## src/rtl/rr_arb_mux.sv

```systemverilog
// rr_arb_mux: N-input valid/ready mux with an internal arbiter, either
// round-robin or fixed priority. The winning word goes into a single-entry
// output register that has its own valid/ready handshake.
module rr_arb_mux #(
  parameter int unsigned WIDTH = 64,
  parameter int unsigned N     = 4,
  parameter int unsigned MODE  = 0,
  localparam int unsigned SELW = $clog2(N)
) (
  input  logic               clk,
  input  logic               reset,
  input  logic [N*WIDTH-1:0] in_data,
  input  logic [N-1:0]       in_valid,
  output logic [N-1:0]       in_ready,
  output logic [WIDTH-1:0]   out_data,
  output logic [SELW-1:0]    out_src,
  output logic               out_valid,
  input  logic               out_ready
);

  logic [WIDTH-1:0] w_ch [N];
  logic [SELW-1:0]  w_base;
  logic [SELW-1:0]  w_scan;
  logic [SELW-1:0]  w_gnt_idx;
  logic             w_gnt_vld;
  logic [N-1:0]     w_gnt_oh;
  logic             w_can_accept;
  logic             w_xfer;

  logic [SELW-1:0]  r_ptr;
  logic [WIDTH-1:0] r_out_data;
  logic [SELW-1:0]  r_out_src;
  logic             r_out_valid;

  // Unpack the flat input bus into per-channel words
  for (genvar i = 0; i < N; i++) begin : g_unpack
    assign w_ch[i] = in_data[i*WIDTH +: WIDTH];
  end

  // Fixed priority is round-robin with the search base pinned at channel 0
  assign w_base = (MODE == 0) ? r_ptr : '0;

  // Search base, base+1, ... (mod N) for the first valid requester
  always_comb begin
    w_gnt_vld = 1'b0;
    w_gnt_idx = '0;
    w_scan    = '0;
    for (int k = 0; k < N; k++) begin
      w_scan = w_base + SELW'(k);
      if (!w_gnt_vld && in_valid[w_scan]) begin
        w_gnt_vld = 1'b1;
        w_gnt_idx = w_scan;
      end
    end
  end

  assign w_gnt_oh     = w_gnt_vld ? (N'(1) << w_gnt_idx) : '0;
  assign w_can_accept = !r_out_valid || out_ready;
  assign w_xfer       = w_gnt_vld && w_can_accept && !reset;
  assign in_ready     = w_gnt_oh & {N{w_can_accept && !reset}};

  // Output register: load on transfer, clear valid on drain, hold on stall
  always_ff @(posedge clk) begin
    if (reset) begin
      r_out_valid <= 1'b0;
      r_out_data  <= '0;
      r_out_src   <= '0;
      r_ptr       <= '0;
    end else if (w_xfer) begin
      r_out_valid <= 1'b1;
      r_out_data  <= w_ch[w_gnt_idx];
      r_out_src   <= w_gnt_idx;
      if (MODE == 0) begin
        r_ptr <= w_gnt_idx + SELW'(1);
      end
    end else if (out_ready) begin
      r_out_valid <= 1'b0;
    end
  end

  assign out_data  = r_out_data;
  assign out_src   = r_out_src;
  assign out_valid = r_out_valid;

endmodule

```

## config.mk

```make
export PLATFORM = sky130hd
export DESIGN_NAME = rr_arb_mux
export DESIGN_NICKNAME = d
export VERILOG_FILES = /design/src/rtl/rr_arb_mux.sv
export SDC_FILE = /design/constraint.sdc
export NUM_CORES = 1
export LEC_CHECK = 0
export CORE_AREA = 2 2 129 131
export DETAILED_ROUTE_END_ITERATION = 12
export DIE_AREA = 0 0 131 133
export GPL_TIMING_DRIVEN = 0
export HOLD_SLACK_MARGIN = 0.03
export PLACE_DENSITY_LB_ADDON = 0.12
export SLEW_MARGIN = 20
export SYNTH_ARGS = -nofsm -noshare
export SYNTH_HDL_FRONTEND = slang
export SYNTH_SLANG_ARGS = --single-unit
```

## constraint.sdc

```tcl
create_clock -name clk -period 4.75 [get_ports clk]
set_clock_uncertainty 0.1 [all_clocks]
set_input_delay 0.7125 -clock clk [delete_from_list [all_inputs] [get_ports clk]]
set_output_delay 0.7125 -clock clk [all_outputs]
set_load 0.005 [all_outputs]
```

==> results of run 1 <==
==> cells in the mapped netlist (all sizes together) <==
master,count
o21bai,1
nor2,7
xnor2,1
nor4,1
inv,4
o21ai,64
buf,24
and2,3
a21boi,64
nand2,67
and3,64
a211o,1
nor2b,2
o221ai,1
a221o,1
a21oi,3
a21o,1
dfxtp,69
mux2i,65
a211oi,3
o211ai,64
or2,1
clkbuf,33
or3,1
==> final cells by class <==
| class | count | area, sq um | share of cell area |
|---|---|---|---|
| timing repair buffer | 333 | 3330 | 0.401 |
| multi-input combinational | 415 | 2750 | 0.331 |
| sequential | 69 | 1380 | 0.166 |
| buffer | 57 | 277 | 0.0333 |
| tap | 220 | 275 | 0.0331 |
| clock buffer | 15 | 268 | 0.0322 |
| inverter | 4 | 15.0 | 0.00181 |
| clock inverter | 1 | 5.00 | 0.000602 |
| antenna | 1 | 2.50 | 0.000301 |
==> cell families (layout without fill, tap and decap cells) <==
| kind of cell | Yosys count | count (layout) | share of synthesized area |
|---|---|---|---|
| AOI/OAI and AO/OA | 203 | 203 | 0.309 |
| muxes | 65 | 65 | 0.147 |
| and+or+nand+nor | 146 | 146 | 0.165 |
| other | 0 | 1 | 0 |
| buffers and inverters | 61 | 410 | 0.0659 |
| DFF | 69 | 69 | 0.312 |
| xor gates and xnor gates | 1 | 1 | 0.00198 |
==> worst max-delay path, delay by kind of cell <==
| family | cells | cell delay, ns |
|---|---|---|
| AOI/OAI and AO/OA | 1 | 0.26 |
| buffers and inverters | 3 | 1.36 |
| and+or+nand+nor | 4 | 0.80 |
==> per-stage QoR <==
step | power, mW | cells | utilization | worst slack, ns
6_report | 2.29 | 1115 | 0.514 | 0.787
5_1_grt | 2.43 | 1114 | 0.514 | 0.626
4_1_cts | 2.32 | 1114 | 0.514 | 0.773
3_5_place_dp | 1.68 | 1098 | 0.497 | 0.783
3_3_place_gp | 1.66 | 1098 | 0.497 | 0.800
2_1_floorplan | 1.13 | 545 | - | 2.02
==> power groups by stage <==
stage                     logic, mW  clock network, mW  registers, mW
after global placement        0.923                  0          0.739
after floorplan               0.382                  0          0.743
final                         0.930              0.632          0.732
after CTS                     0.937              0.653          0.732
after detailed placement      0.933                  0          0.742
after global routing           1.01              0.678          0.743
==> worst max path at each step <==
stage                 from     endpoint  slack (ns)  depth (start not counted)
6_report       in_valid[0]  in_ready[2]        0.79                          8
5_1_grt        in_valid[0]  in_ready[2]        0.63                          8
4_1_cts        in_valid[0]  in_ready[2]        0.77                          8
3_5_place_dp   in_valid[0]  in_ready[2]        0.78                          8
3_3_place_gp   in_valid[0]  in_ready[1]        0.80                          7
2_1_floorplan  in_valid[0]  in_ready[0]        2.02                          6
==> routing by layer <==
layer / wire length [microns] / track usage / up-vias
li1: - / - / 2684
met1: 7970 / 0.256 / 2510
met2: 10000 / 0.400 / 249
met3: 1630 / 0.0526 / 35
met4: 536 / 0.0952 / 0
met5: 0 / 0 / -
==> state kept, by name (all words and copies together), names as in the netlist <==
| signal | count |
|---|---|
| out_data | 64 |
| out_src | 2 |
| r_ptr | 2 |
| out_valid | 1 |
==> results_dict.tcl, run 1 <==
set metrics [dict create \
    fin_hold_ws_ns 0.356 \
    clk_latency_ns 0.33 \
    end_kind "output port" \
    cap_violations 0 \
    ys_ff_latch 69 \
    finalCritPeriodShare 0.834 \
    finalSetupTns_ns 0 \
    relSlewSlack 0.530 \
    yosys_warnings 0 \
    r2r_cells 7 \
    cp_common_cell "clkdlybuf4s50_1" \
    post_drt_via_cell_ratio 4.91 \
    num-nets-final 1152 \
    reg2reg_from "r_ptr[0]" \
    cts_made_buffers 9 \
    status "complete, no violations" \
    finalWirelength_mm 20.2 \
    intPower_mw 1.60 \
    syn-num-nets 808 \
    p_comb_frac 0.405 \
    dpl_cell_area_sq_um 8040 \
    path_cells "clkdlybuf4s50_1 -> nor2b_1 -> or3_1 -> a21oi_1 -> or2_2 -> clkbuf_1 -> nor2_1 -> clkdlybuf4s50_1" \
    grt_max_degree 11 \
    hpwl_mm 15.9 \
    p_sw_frac 0.301 \
    worstHoldEndpoint "out_src[0]" \
    cp.arrival_ns 3.15 \
    synth_area_leader_cell "dfxtp_1" \
    die-area_sq_um 17400 \
    cts_max_path_buffers 2 \
    cp-start-kind "primary input" \
    hold_class "reg2reg" \
    first_pass_iters 4 \
    setup_viol 0 \
    routabilityCongestion 0.833 \
    period_needed_ns 3.96 \
    tightestPinTransition_ns 0.705 \
    netlist_area_sq_um 4430 \
    wire_per_inst_microns 18.1 \
    required_ns 3.94 \
    ir_drop_mv 0.161 \
    cts_setup_buffers 0 \
    rsz0062_at_grt "false" \
    postRouteAntennaNets 0 \
    die_height_microns 133 \
    grt_usage 0.226 \
    cts.sinks 69 \
    ctsResizeCount 0 \
    holdBufCountCts 0 \
    io_pins 334 \
    netlist_instances 545 \
    hp-start "out_src[0]" \
    final_common_cell "clkdlybuf4s50_1" \
    synthTopCellsByArea "dfxtp_1 31%, mux2i_1 15%, a21boi_0 11%, o211ai_1 11%, and3_1 9.0%" \
    rows 47 \
    io_buffers 333 \
    start_util 0.274 \
    synth.avg_cell_area_sq_um 8.12 \
    holdPathStages 1 \
    seq_power_share 0.319 \
    critical_path_peak_fanout 10 \
    syn_to_final_growth_pct 87.7 \
    power_frac_clock 0.275 \
    die_w_microns 131 \
    most-common-layout-cells "333 x clkdlybuf4s50_1, 69 x dfxtp_1, 67 x nand2_1" \
    cts_tree "done" \
    grt-ovfl-total 0 \
    synth_top_area_frac 0.312 \
    cts_max_level 3 \
    crit_type "in2out" \
    clock.fmax_mhz 252 \
    post-route-cell-area_sq_um 8310 \
    fillers 1522 \
    antenna_found_initial 0 \
    r2r_end "out_data[6]" \
    slew_violations 0 \
    vias 5478 \
    core_area_sq_um 16200 \
    reg2reg_slack_ns 2.31 \
    slowest_stage "clkdlybuf4s50_1" \
    seq_area_frac_synth 0.312 \
    grt_pass1_wl_mm 30.1 \
    drt_iter0_markers 186 \
    drive_above_1_share 0.0436 \
    leakagePower_nw 3.23 \
    root_buffer "clkbuf_16" \
    finalHoldViolations 0 \
    grt_pass1_vias 5663 \
    p_sw_mw 0.689 \
    ys_types 29 \
    pwr_density_cell_nw_per_um2 276 \
    clkTransAtPathRegs_ns 0.05 \
    slowest_delay_ns 0.46 \
    post-route-drc-count 0 \
]
(Power assumes the default switching activity.)
==> run 2: changes to the inputs <==
==> constraint.sdc (replaced) <==
create_clock -name clk -period 4 [get_ports clk]
set_clock_uncertainty 0.1 [all_clocks]
set_input_delay 0.6 -clock clk [delete_from_list [all_inputs] [get_ports clk]]
set_output_delay 0.6 -clock clk [all_outputs]
set_load 0.005 [all_outputs]
==> results of run 2 <==
The final DEF is identical to that of run 1. Status: complete, no violations.
Main changes from that run: setup slack after placement 0.783 ns -> 0.258 ns; setup slack after layout 0.787 ns -> 0.262 ns; register-to-register setup slack 2.31 ns -> 1.56 ns; total power 2.29 mW -> 2.72 mW; worst IR drop on VDD 0.161 mV -> 0.191 mV
==> variant 1 (config.mk and constraints of run 2) <==
Set the parameter `N` to 2 (it was 4).
--- a/src/rtl/rr_arb_mux.sv
+++ b/src/rtl/rr_arb_mux.sv
@@ -4,5 +4,5 @@
 module rr_arb_mux #(
   parameter int unsigned WIDTH = 64,
-  parameter int unsigned N     = 4,
+  parameter int unsigned N     = 2,
   parameter int unsigned MODE  = 0,
   localparam int unsigned SELW = $clog2(N)
Ports: changed (resized in_data, in_ready, in_valid and out_src); port bits go from 334 to 201. No check against the original RTL was run, so the function may have changed too.
==> variant 1 against run 2 <==
Wire length shrank 50%. Core utilization decreased by 20 points. Area after synthesis is 44% lower. Sequential cell count is 2 lower. Clock power decreased by 2%. First-iteration DRC count up 11%. Combinational power shrank 65%. Cell area down 39%. Power down 31%. Setup slack improved by 0.51 ns. Synthesized cell count down 57%. Global-route usage down 11 points. Critical path type unchanged. Largest cell class unchanged. Largest power group is now registers.
==> variant 1: results <==
[route]
wl_met2_um = 4758
vias = 2746
wirelength_met1_um = 4261

[finish]
diodes = 0
fin_util = 0.3122
drive_above_1_share = 0.06858

[global_routing]
use_met1 = 0.1310
grt_util_met3 = 0.03599
grt_pass1_vias = 2828
met2_usage = 0.1946
antenna_found_initial = 1

[power_and_ir_drop]
maxPowerGroup = registers
p_seq_uw = 759
pg_comb_uw = 389
p_sw_uw = 439.8
ir_drop_uv = 161.9
sequentialPowerShare = 0.403

[synth]
synthMuxAreaShare = 0.02806
seq_area_frac_synth = 0.5371
synthTopCellsByCount = dfxtp_1 (67), inv_1 (58), a222oi_1 (57)

[status]
status = finished clean

[critical_path]
r2r-start = out_valid
r2r_slack_ns = 2.24
reg2reg_to = out_data[22]
arrival_ns = 2.53

[worst_hold_path]
whs_endpoint = out_data[2]
hold_start = out_data[2]

[placement]
port_buffers = 200
globalplace.congestion = 0.6680
==> variant 1: cell count changes in the layout (fill, tap and decap cells not counted), moves of 26 or more <==
| cell | change |
|---|---|
| mux2i_1 | -58 |
| o21ai_0 | -50 |
| a21boi_0 | -64 |
| nand2_1 | -67 |
| a222oi_1 | +57 |
| and3_1 | -64 |
| inv_1 | +54 |
| o211ai_1 | -64 |
| clkdlybuf4s50_1 | -133 |
| clkbuf_1 | -26 |
==> variant 1: cell families after synthesis <==
logic type / Yosys count
and+or+nand+nor: 12
buffers and inverters: 79
muxes: 7
DFF: 67
AOI/OAI and AO/OA: 71
==> variant 1: per-stage QoR <==
step / hold WS (ns) / worst slack (ns)
after CTS: 0.3616 / 0.7170
after detailed placement: 0.3482 / 0.7235
final: 0.3599 / 0.7696
after floorplan: 0.3510 / 2.080
after global routing: 0.3765 / 0.6505
after global placement: 0.3373 / 0.7271
==> variant 1: how the worst max path moves through the flow <==
stage | cells after the start | from | to
after detailed placement | 4 | in_valid[1] | in_ready[0]
after CTS | 4 | in_valid[1] | in_ready[0]
after global routing | 4 | reset | in_ready[0]
after global placement | 4 | in_valid[1] | in_ready[0]
after floorplan | 2 | in_valid[1] | in_ready[0]
final | 4 | in_valid[1] | in_ready[0]
==> variant 1: worst reg2reg max path, stage by stage (launching register included) <==
cell       delay (ns)
dfxtp_1          0.32
nor2b_2          0.18
a2111oi_4        0.44
buf_4            0.28
buf_4            0.20
a222oi_1         0.11
inv_1            0.08
==> variant 1: cell type report <==
class	count	area share
sequential	67	0.2657
clock inverter	2	0.001983
timing repair buffer	200	0.3965
multi-input combinational	90	0.1611
tap	220	0.05452
clock buffer	14	0.05229
buffer	20	0.02404
inverter	59	0.04387
==> variant 2 (config.mk and constraints of run 2) <==
Made on the original files. Make the reset (`reset`) asynchronous in one clocked block.
--- a/src/rtl/rr_arb_mux.sv
+++ b/src/rtl/rr_arb_mux.sv
@@ -61,5 +61,5 @@
 
   // Output register: load on transfer, clear valid on drain, hold on stall
-  always_ff @(posedge clk) begin
+  always_ff @(posedge clk or posedge reset) begin
     if (reset) begin
       r_out_valid <= 1'b0;
Function: differs if reset is asserted again (counterexample within 4 cycles, from zero or initial values and one cycle with reset high); with reset held inactive, the same outputs for 10 cycles.
==> variant 2 against run 2 <==
Wire length decreased by 6.0%. First-iteration DRC count increased to 2.5 times the old value. Sequential cell count unchanged. Fmax decreased by 1.9%. Power increased by 23%. Synthesized cell count decreased by 24%. Area after synthesis decreased by 6.4%. Sequential power increased by 14%. Setup slack got worse by 0.073 ns. Combinational power increased by 45%. Count of clock-buffer cells in the layout decreased by 3. Cell area decreased by 3.0%.
==> variant 2: results <==
[critical_path]
startpoint = in_valid[1]
slowest_delay_ns = 0.53
reg2reg_to = out_data[61]
r2r-start = r_ptr[1]
r2r_slack_ns = 1.53
arrival_ns = 3.11

[power_and_ir_drop]
internal-power_uw = 2293
clkPwrFrac = 0.230
swShare = 0.3169
ir_drop_uv = 181.1
p_leak_uw = 0.003049
sequentialPowerShare = 0.296

[timing]
finalCritPeriodShare = 0.9527
fin_hold_ws_ns = 0.3969
tightest_slew_ns = 0.6465

[global_routing]
grt_pass1_vias = 5271
track_usage = 0.2117
grt_max_degree = 40
grt_pass1_wl_um = 27850

[placement]
post-dp-hpwl_um = 14980
dp_cells = 964
place_ws_ns = -0.1695
port_buffers = 330
place_area_mm2 = 0.007760
globalplace.congestion = 0.8355

[synth]
synth_nets = 676
synthTopCellsByCount = a21oi_1 (71), dfrtp_1 (69), nor2_1 (68)
synthCells = 413
synthArstFlopShare = 1.000
ys_top_cells_by_area = dfrtp_1 (42%), a222oi_1 (15%), mux2_2 (11%)
seq_area_frac_synth = 0.4167
synth_ff_type = dfrtp_1

[finish]
drive_above_1_share = 0.1080
num-multi-input-gates = 297
fillCellCount = 1496
diodes = 0
layout.nonclk_buf_frac = 0.4403
clkCellAreaFrac = 0.03491
ff_latch_area_mm2 = 0.001727
n_clock_buffer = 12
seq_area_frac = 0.2141
multi_input_area_mm2 = 0.002217
final_nets = 1019
num-nonclk-inverters = 3
signal_buffers = 376

[route]
dr.pass1.iters = 8
drtIter0Drc = 470
vias = 5006
routed_wirelength_um = 18960
detail_route.wl_per_cell_um = 19.37

[worst_hold_path]
hold_start = out_src[0]
min_delay_path_depth = 2
whs_endpoint = out_src[0]

[status]
status = finished clean

[cts]
cts-resized-gates = 2
-- variant 2: cell types whose count changed after synthesis, sizes merged, moves of 58 or more --
cell | before | now
dfxtp | 69 | 0
o21ai | 64 | 6
a222oi | 0 | 64
a21oi | 3 | 71
mux2i | 65 | 1
and3 | 64 | 1
o211ai | 64 | 0
mux2 | 0 | 64
nor2 | 7 | 68
nand2 | 67 | 4
a21boi | 64 | 1
dfrtp | 0 | 69
-- variant 2: cells by family (layout without fill, tap and decap cells) --
logic type	count (synthesis)	after routing	synth area share
muxes	65	65	0.1763
and+or+nand+nor	83	83	0.08243
AOI/OAI and AO/OA	149	149	0.2696
DFF	69	69	0.4167
buffers and inverters	47	393	0.05495
-- variant 2: layer usage --
metal,share of wire,vias up,wire length [µm],global-route usage
li1,-,2313,-,-
met4,0.023,0,443,0.07801
met5,0,-,0,0
met3,0.090,30,1704,0.04852
met1,0.38,2393,7127,0.2337
met2,0.51,270,9687,0.3886
